[config.mk]
export PLATFORM = sky130hd
export DESIGN_NAME = parity_sreg_gen
export DESIGN_NICKNAME = d
export VERILOG_FILES = /design/src/rtl/agc_parity_pkg.sv /design/src/rtl/parity_tree.sv /design/src/rtl/parity_sreg_gen.sv
export SDC_FILE = /design/constraint.sdc
export NUM_CORES = 1
export LEC_CHECK = 0
export ABC_CLOCK_PERIOD_IN_PS = 2100
export CAP_MARGIN = 25
export CORE_MARGIN = 2
export CORE_UTILIZATION = 41
export CTS_CLUSTER_DIAMETER = 200
export DETAILED_ROUTE_END_ITERATION = 6
export GPL_TIMING_DRIVEN = 0
export PLACE_DENSITY_LB_ADDON = 0.05
export SLEW_MARGIN = 10
export SYNTH_ARGS = -nofsm -noshare
export SYNTH_HDL_FRONTEND = slang
export SYNTH_SLANG_ARGS = --single-unit
[constraint.sdc]
create_clock -name clk -period 2.1 [get_ports clk]
set_input_delay 0.315 -clock clk [delete_from_list [all_inputs] [get_ports clk]]
set_output_delay 0.315 -clock clk [all_outputs]
set_load 0.005 [all_outputs]
[src/rtl/agc_parity_pkg.sv]
// Shared definitions for the S-register / G-parity slice: group count helper,
// parity sense and the tag that travels with each word through the parity tree.
package agc_parity_pkg;

   // Parity sense: a word plus its parity bit must contain an odd number of ones.
   localparam logic ODD_PAR = 1'b1;

   // Per-word tag carried alongside the data through every tree stage.
   typedef struct packed {
      logic vld;
      logic chk;
      logic par_in;
   } par_tag_t;

   // Number of partial-parity groups; the last group may be short.
   function automatic int ng(input int data_w, input int group_w);
      return (data_w + group_w - 1) / group_w;
   endfunction

endpackage

[src/rtl/parity_tree.sv]
// Group-partitioned odd-parity tree. Each group is XOR-reduced, the group
// vector passes through PIPE register stages together with the word's tag,
// and the final XOR happens after the last stage.
module parity_tree
   import agc_parity_pkg::*;
#(
   parameter int DATA_W  = 15,
   parameter int GROUP_W = 3,
   parameter int PIPE    = 1,
   localparam int NG     = ng(DATA_W, GROUP_W)
) (
   input  logic              clk,
   input  logic              rst,
   input  logic [DATA_W-1:0] data_i,
   input  par_tag_t          tag_i,
   output logic [NG-1:0]     grp_o,
   output logic              par_o,
   output par_tag_t          tag_o
);

   logic [NG-1:0] grp_c;
   logic [NG-1:0] grp_out;

   // Partial parity per group; the final group covers whatever bits remain.
   for (genvar g = 0; g < NG; g++) begin : g_grp
      localparam int LO = g * GROUP_W;
      localparam int W  = (LO + GROUP_W > DATA_W) ? (DATA_W - LO) : GROUP_W;
      assign grp_c[g] = ^data_i[LO +: W];
   end

   assign grp_o = grp_c;

   if (PIPE == 0) begin : g_comb
      assign grp_out = grp_c;
      assign tag_o   = tag_i;
   end else begin : g_pipe
      logic [NG-1:0] grp_q [PIPE];
      par_tag_t      tag_q [PIPE];

      // Shift group parity and tag together; reset discards in-flight words.
      always_ff @(posedge clk) begin
         if (rst) begin
            for (int s = 0; s < PIPE; s++) begin
               grp_q[s] <= '0;
               tag_q[s] <= '0;
            end
         end else begin
            grp_q[0] <= grp_c;
            tag_q[0] <= tag_i;
            for (int s = 1; s < PIPE; s++) begin
               grp_q[s] <= grp_q[s-1];
               tag_q[s] <= tag_q[s-1];
            end
         end
      end

      assign grp_out = grp_q[PIPE-1];
      assign tag_o   = tag_q[PIPE-1];
   end

   // Odd parity: invert the even XOR of all groups.
   assign par_o = ODD_PAR ^ (^grp_out);

endmodule

[src/rtl/parity_sreg_gen.sv]
// S address register plus G-word parity generator/checker. Captured G words
// are tagged with their check flag and incoming parity, run through the
// parity tree, and checked faults drive a pulse, a saturating counter and a
// sticky alarm.
module parity_sreg_gen
   import agc_parity_pkg::*;
#(
   parameter int DATA_W  = 15,
   parameter int ADDR_W  = 12,
   parameter int GROUP_W = 3,
   parameter int PIPE    = 1,
   parameter int CNT_W   = 4,
   localparam int NG     = ng(DATA_W, GROUP_W)
) (
   input  logic              clk,
   input  logic              rst,
   input  logic              s_clear,
   input  logic              s_load,
   input  logic [ADDR_W-1:0] s_data,
   input  logic              g_load,
   input  logic [DATA_W-1:0] g_data,
   input  logic              g_par_in,
   input  logic              g_chk,
   input  logic              par_inh,
   input  logic              alarm_clr,
   output logic [ADDR_W-1:0] s_q,
   output logic              s_zero,
   output logic [2:0]        s_ead,
   output logic [DATA_W-1:0] g_q,
   output logic [NG-1:0]     grp_par,
   output logic              par_valid,
   output logic              par_gen,
   output logic              par_err,
   output logic [CNT_W-1:0]  err_cnt,
   output logic              par_alarm
);

   localparam logic [CNT_W-1:0] CNT_MAX = '1;

   logic [ADDR_W-1:0] s_d;
   logic [DATA_W-1:0] g_d;
   par_tag_t          cap_tag_q, cap_tag_d;
   par_tag_t          res_tag;
   logic [CNT_W-1:0]  err_cnt_q, err_cnt_d;
   logic              alarm_q, alarm_d;
   logic              fault;

   // S next state: clear has priority over load.
   always_comb begin
      s_d = s_q;
      if (s_clear) begin
         s_d = '0;
      end else if (s_load) begin
         s_d = s_data;
      end
   end

   // S register.
   always_ff @(posedge clk) begin
      if (rst) begin
         s_q <= '0;
      end else begin
         s_q <= s_d;
      end
   end

   assign s_zero = (s_q == '0);
   assign s_ead  = s_q[ADDR_W-1 -: 3];

   // G capture next state: valid pulses once per load, chk/par tag held with the word.
   always_comb begin
      g_d           = g_q;
      cap_tag_d     = cap_tag_q;
      cap_tag_d.vld = g_load;
      if (g_load) begin
         g_d              = g_data;
         cap_tag_d.chk    = g_chk;
         cap_tag_d.par_in = g_par_in;
      end
   end

   // G shadow and its tag.
   always_ff @(posedge clk) begin
      if (rst) begin
         g_q       <= '0;
         cap_tag_q <= '0;
      end else begin
         g_q       <= g_d;
         cap_tag_q <= cap_tag_d;
      end
   end

   parity_tree #(
      .DATA_W  (DATA_W),
      .GROUP_W (GROUP_W),
      .PIPE    (PIPE)
   ) u_tree (
      .clk    (clk),
      .rst    (rst),
      .data_i (g_q),
      .tag_i  (cap_tag_q),
      .grp_o  (grp_par),
      .par_o  (par_gen),
      .tag_o  (res_tag)
   );

   // Inhibit is looked at in the result cycle, not at capture time.
   assign par_valid = res_tag.vld;
   assign fault     = (par_gen != res_tag.par_in);
   assign par_err   = par_valid & res_tag.chk & fault & ~par_inh;

   // Counter/alarm next state: a fault in the same cycle as a clear wins.
   always_comb begin
      err_cnt_d = err_cnt_q;
      alarm_d   = alarm_q;
      if (par_err) begin
         alarm_d = 1'b1;
         if (alarm_clr) begin
            err_cnt_d = CNT_W'(1);
         end else if (err_cnt_q != CNT_MAX) begin
            err_cnt_d = err_cnt_q + CNT_W'(1);
         end
      end else if (alarm_clr) begin
         err_cnt_d = '0;
         alarm_d   = 1'b0;
      end
   end

   // Saturating fault counter and sticky alarm.
   always_ff @(posedge clk) begin
      if (rst) begin
         err_cnt_q <= '0;
         alarm_q   <= 1'b0;
      end else begin
         err_cnt_q <= err_cnt_d;
         alarm_q   <= alarm_d;
      end
   end

   assign err_cnt   = err_cnt_q;
   assign par_alarm = alarm_q;

endmodule

# Word level (Yosys, flattened, before mapping)
# Memories as Yosys holds them, arrays and structs flattened.
# Cells that the tools add are included.
# op_classes
add_sub_neg	1
multipliers	0
div	0
magnitude_cmp	0
eq_ne	2
n_shift	0
muxes	13
bitwise_logic	5
reduce_logical	13
# op_table
operator	n
$mux 4	4
$reduce_xor 3->1	5
$logic_not 12->1	1
$mux 1	7
$mux 5	1
$reduce_or 5->1	1
$reduce_xor 5->1	1
$add 4x1->4 const B	1
$ne 4x4->1 const B	1
$reduce_bool 2->1	2
$and 1x1->1	3
$mux 3	1
$reduce_or 3->1	1
$not 1->1	2
$reduce_and 2->1	1
$reduce_or 2->1	1
$ne 1x1->1	1
# totals
reg_bits	35
latch_bits	0
ramBits	8
romBits	0
in_bits	36
out_inout_bits	44
wordCells	43
n_memories	2
# mem_list
name	words	word_bits	read_ports	rd_clocked_by_memory_dff	write_ports	line	rtl
u_tree.g_pipe.grp_q	1	5	1	0	1	parity_tree.sv:37	logic [NG-1:0] grp_q [PIPE];
u_tree.g_pipe.tag_q	1	3	1	0	1	parity_tree.sv:38	par_tag_t tag_q [PIPE];

# Logic depth before layout (Yosys ltp)
# depth
word_depth	7
depth_mapped	5
ltp_nobuf	5

# Hierarchy
# From an unflattened synthesis, not the netlist that was laid out.
# hier_totals
hier_cells	162
area_unflattened_um2	1716.6
# by_module_without_submodules
mod	instances	cells_each	area_each_um2	seq_area_each_um2
parity_sreg_gen	1	133	1347.5	700.7
parity_tree	1	29	369.1	160.2

# Worst setup path after synthesis
# No wires, ideal clock.
# synth_path
path_kind	register -> register
startpoint	memory u_tree.g_pipe.grp_q[0][3] (netlist name)
endpoint	register err_cnt_q[3], in the netlist err_cnt[3]
setup_ns	0.070
arrival_time_ns	1.770
required_time_ns	2.030
slack_ns	0.260
path_stages_with_launch	5
path_buffers	0
period_less_slack_ns	1.840
cell_sequence	dfxtp_1 -> xor3_2 -> xnor3_1 -> or4_1 -> a21boi_1
# synth_lines
item	line	rtl
from (decl)	parity_tree.sv:37	
to (signal assigned)	parity_sreg_gen.sv:135	err_cnt_q <= err_cnt_d;
to (decl)	parity_sreg_gen.sv:44	logic [CNT_W-1:0] err_cnt_q, err_cnt_d;

# Final worst setup path
# layout_path
startpoint	memory u_tree.g_pipe.grp_q[0][3] (netlist name)
endpoint	output port par_err
# layout_between
elab_chain_cells	6
# layout_rtl
item	line	rtl
$mem_v2 1x5	--	
$reduce_xor 5->1	parity_tree.sv:62	assign par_o = ODD_PAR ^ (^grp_out);
$not 1->1 (no line)	--	
$ne 1x1->1	parity_sreg_gen.sv:109	assign fault = (par_gen != res_tag.par_in);
$and 1x1->1 (2 in a row)	parity_sreg_gen.sv:110	assign par_err = par_valid & res_tag.chk & fault & ~par_inh;
to (decl)	parity_sreg_gen.sv:33	output logic par_err,
# No other way between the ends.

==> results.md <==
STA:
- Based on the critical path, the design can be clocked at up to 0.4808 GHz.
- The post-route minimum period is 2.080 ns.
- The number of max-slew violations in the final report is 0.
- The worst pin sits at a relative slew slack of 0.5355.
- On the final layout, the worst clock skew is 0.004665 ns.
- Setup total negative slack on the finished layout was measured at 0 ns.
- The worst-margin pin slew is 0.6967 ns.
- The number of failing hold endpoints at the final stage is 0.
- Setup repair after global routing could not meet its margin everywhere.
- In the finished design, the share of the clock period the worst path needs comes to 0.9904.
- The final count of negative-setup-slack endpoints is 0.

Synthesis:
- Summing every instance area after synthesis gives 1735 um2.
- During synthesis, Yosys emitted a total of 0 warnings.
- Sorting the synthesized cells by area gives the leading types as sky130_fd_sc_hd__dfxtp_1 (50%), sky130_fd_sc_hd__mux2i_1 (17%), sky130_fd_sc_hd__nor2_1 (6.7%), sky130_fd_sc_hd__xnor2_1 (5.6%), sky130_fd_sc_hd__nor2b_1 (4.0%).
- The biggest area contributor in the post-synthesis netlist is sky130_fd_sc_hd__dfxtp_1.
- The proportion of synthesized chip area in sequential cells is 0.4960.
- Counting distinct cell types in the post-synthesis netlist gives 29.
- The share of synthesized area in the top cell type comes to 0.4960.
- Synthesis produced a netlist whose cell count is 165.
- The number of nets in the synthesized netlist is 202.
- A synthesized cell averages 10.52 um2.
- Counting flops and latches in the post-synthesis netlist gives 43.

Critical path:
- The nature of the critical path endpoint is a primary output.
- The startpoint of the most critical register-to-register path is u_tree.g_pipe.grp_q[0][3].
- Across all register-to-register paths, the minimum setup slack is 0.07 ns.
- In this run the critical register-to-register path is captured at err_cnt[3].
- STA classifies the critical path startpoint as a flop.
- The maximum fanout count along the critical path is 2.
- The setup path with the least slack is of type reg -> out.
- The length in cells of the worst reg-to-reg path is 5.
- Data arrives at the worst endpoint at 1.76 ns.
- For the worst setup path, the data required time is 1.78 ns.

Route:
- In the routed design, unresolved DRC markers number 0.
- In the routed layout, each cell is associated on average with a via count of 4.615.
- In the final routed layout, each cell accounts on average for 11.80 um.
- The first TritonRoute pass finished after 4 iterations.
- The total routed wirelength is 3551 um.
- The via count is 1,389.
- In this run, the number of DRC markers left after iteration 0 of detailed routing was 62.
- In this run the remaining antenna-violating nets after routing total 0.

Cells and area:
- Leaving out fill and tap cells, the most frequent cell in the layout is sky130_fd_sc_hd__clkdlybuf4s50_1.
- The share of layout cells above drive strength 1 is 0.06773.
- The utilization after layout is 0.6612.
- The relative area change from synthesis to final layout is 53.50%.
- The count of nets after finishing is 289.
- Excluding fillers, the count of instances in the completed layout stands at 301.
- In the layout the commonest cells are sky130_fd_sc_hd__clkdlybuf4s50_1 (76), sky130_fd_sc_hd__dfxtp_1 (42), sky130_fd_sc_hd__nor2_1 (31).
- The filler cell count in the final layout is 351.
- The post-route cell area is 2664 um2.
- The number of diodes added for antenna fixing is 0.

CTS:
- The depth of the CTS H-tree is 2.
- Clock-pin slew was measured on the worst setup and hold paths at 0.07 ns.
- For this design, the CTS-stage hold fixing added 0 buffers.
- For the worst-skew pair, the clock arrives at the later sink with an insertion delay of 0.28 ns.
- TritonCTS built the clock tree.
- Counting along the longest clock path gives a buffer depth of 2.
- The clock drives 43 sinks.
- The number of clock buffers added by TritonCTS is 5.
- In this run the clock root is driven by a sky130_fd_sc_hd__clkbuf_8.

Global route:
- Across every metal layer, demand over resource in global routing totals 0.1482.
- The first-pass GRT wire length is 5858 um.
- The maximum number of pins on one net before global-route repair is 12.
- The remaining global-route overflow is 0.
- The number of global-route vias before repair is 1,319.
- The number of antenna violations at the first check in global routing is 0.

Placed design:
- The weighted congestion at the end of routability-driven global placement is 0.8402.
- Once placement completed, the tool counted placed cells totaling 293.
- After legalization and detailed placement, the total HPWL measured 2684 um.
- In this run the cell area measured after placement is 2579 um2.
- Buffers placed on the I/O ports in this run total 78.

Floorplanning:
- 80 I/O pins were placed.
- The region available for standard cell placement spans 4029 um2.
- The die outline width is 69.06 um.
- The floorplan step defined a die boundary enclosing 4769 um2.
- The initial utilization of the core area, before any placement, comes to 0.4307.
- The height of the die is 69.06 um.
- In this run the core area contains 23 standard-cell rows.

Worst hold path:
- The worst hold path begins at cap_tag_q[2].
- The instance count along the most critical hold path is 1.
- The tightest min-delay check is of the reg -> reg type.
- For hold timing, the worst endpoint is u_tree.g_pipe.tag_q[0][2].

Power:
- The combinational share of power is 0.238.
- The final total power is 0.001766 W.
- The sequential fraction of design power is 0.501.
- IR analysis of the VDD net gives a maximum drop of 0.5546 mV.
- The share of total power dissipated in the clock network is 0.261.
- The total leakage power is 1.085 nW.
- The net switching power is 0.0004108 W.
- Cell internal power was estimated by the tool at 0.001356 W.
- The share of total power consumed by net switching is 0.2326.
- In this run the power density over the cells is 663.1 nW/um2.

Flow run:
- The number of max-capacitance violations reported is 0.

Status:
- The flow ran to the end, and the final reports show no timing, DRC or antenna violations.
[layer usage]
layer / part of all wire / up-vias / track usage
li1: - / 717 / -
met1: 0.45 / 619 / 0.1881
met2: 0.47 / 51 / 0.2276
met3: 0.084 / 2 / 0.06871
met4: 0.0031 / 0 / 0.03922
met5: 0 / - / 0
[critical path: stages, from the launching register on]
cell                       delay (ns)
sky130_fd_sc_hd__dfxtp_2         0.32
sky130_fd_sc_hd__xor3_2          0.44
sky130_fd_sc_hd__xor3_4          0.47
sky130_fd_sc_hd__and2_4          0.15
sky130_fd_sc_hd__clkbuf_2        0.10
[cells in the mapped netlist]
cell type and n:
sky130_fd_sc_hd__a21boi_0 1, sky130_fd_sc_hd__a21boi_1 1, sky130_fd_sc_hd__a21oi_1 2, sky130_fd_sc_hd__and2_1 2, sky130_fd_sc_hd__and3_1 1, sky130_fd_sc_hd__and3b_1 1, sky130_fd_sc_hd__buf_1 2, sky130_fd_sc_hd__buf_4 3
sky130_fd_sc_hd__clkbuf_1 5, sky130_fd_sc_hd__dfxtp_1 43, sky130_fd_sc_hd__ha_1 1, sky130_fd_sc_hd__mux2i_1 30, sky130_fd_sc_hd__nand2_1 2, sky130_fd_sc_hd__nand3_1 3, sky130_fd_sc_hd__nand4b_1 1, sky130_fd_sc_hd__nor2_1 31
sky130_fd_sc_hd__nor2b_1 11, sky130_fd_sc_hd__nor4_1 3, sky130_fd_sc_hd__o21ai_0 2, sky130_fd_sc_hd__o31ai_1 1, sky130_fd_sc_hd__or2_2 1, sky130_fd_sc_hd__or3_1 1, sky130_fd_sc_hd__or3_2 1, sky130_fd_sc_hd__or4_1 1
sky130_fd_sc_hd__xnor2_1 11, sky130_fd_sc_hd__xnor3_1 1, sky130_fd_sc_hd__xor2_1 1, sky130_fd_sc_hd__xor3_2 1, sky130_fd_sc_hd__xor3_4 1
[state kept, by name, indices dropped and copies added (netlist names)]
register and count:
cap_tag_q 3, err_cnt 4, g_q 15, par_alarm 1
s_q 12, u_tree.g_pipe.grp_q 5, u_tree.g_pipe.tag_q 3
[area by class of cell]
cell class                      count  area, um2  share of cell area
Buffer                             10      48.80             0.01832
Clock buffer                        6      72.57             0.02724
Timing Repair Buffer               80      789.5              0.2964
Sequential cell                    43      862.1              0.3236
Multi-Input combinational cell    112      828.3              0.3109
Tap cell                           50      62.56             0.02349
[worst max-delay path by stage]
stage | startpoint | end | slack [ns] | cells past startpoint
final | u_tree.g_pipe.grp_q[0][3] | par_err | 0.02 | 4
after global routing | u_tree.g_pipe.grp_q[0][3] | par_err | -0.04 | 4
after CTS | u_tree.g_pipe.grp_q[0][1] | par_err | -0.08 | 4
after detailed placement | u_tree.g_pipe.grp_q[0][3] | par_err | -0.1 | 4
after global placement | u_tree.g_pipe.grp_q[0][3] | par_err | -0.10 | 4
after floorplan | u_tree.g_pipe.grp_q[0][3] | err_cnt[3] | 0.26 | 4
[metrics by stage]
step                      setup slack, ns  hold WS, ns
after floorplan                    0.2601       0.4138
after global placement            -0.1023       0.4205
after detailed placement         -0.09765       0.4231
after CTS                        -0.07516       0.4362
after global routing             -0.04036       0.4700
final                             0.02025       0.4331
[repair_timing]
| item | 4_1_cts | 5_1_grt |
|---|---|---|
| pin swaps | 3 | 2 |
| buffers inserted | 2 | 0 |
| gates resized for setup | 4 | 2 |
| setup endpoints to repair | 2 | 1 |
[power by group through the flow]
stage	Sequential (W)	Combinational [W]	Clock (W)
after detailed placement	0.000903	0.000406	0
after global placement	0.000902	0.000404	0
after global routing	0.000889	0.000456	0.000508
after floorplan	0.000901	0.000198	0
final	0.000884	0.000421	0.000462
after CTS	0.000884	0.000428	0.000483
[cell families after synthesis]
logic type,share of synthesized area
AND/OR/NAND/NOR,0.1673
XOR/XNOR,0.1038
AO/OA/AOI/OAI,0.02452
multiplexers,0.1730
adder cells (fa/ha/maj),0.007209
flip-flops,0.4960
buffers and inverters,0.02812
(Power assumes the default switching activity.)
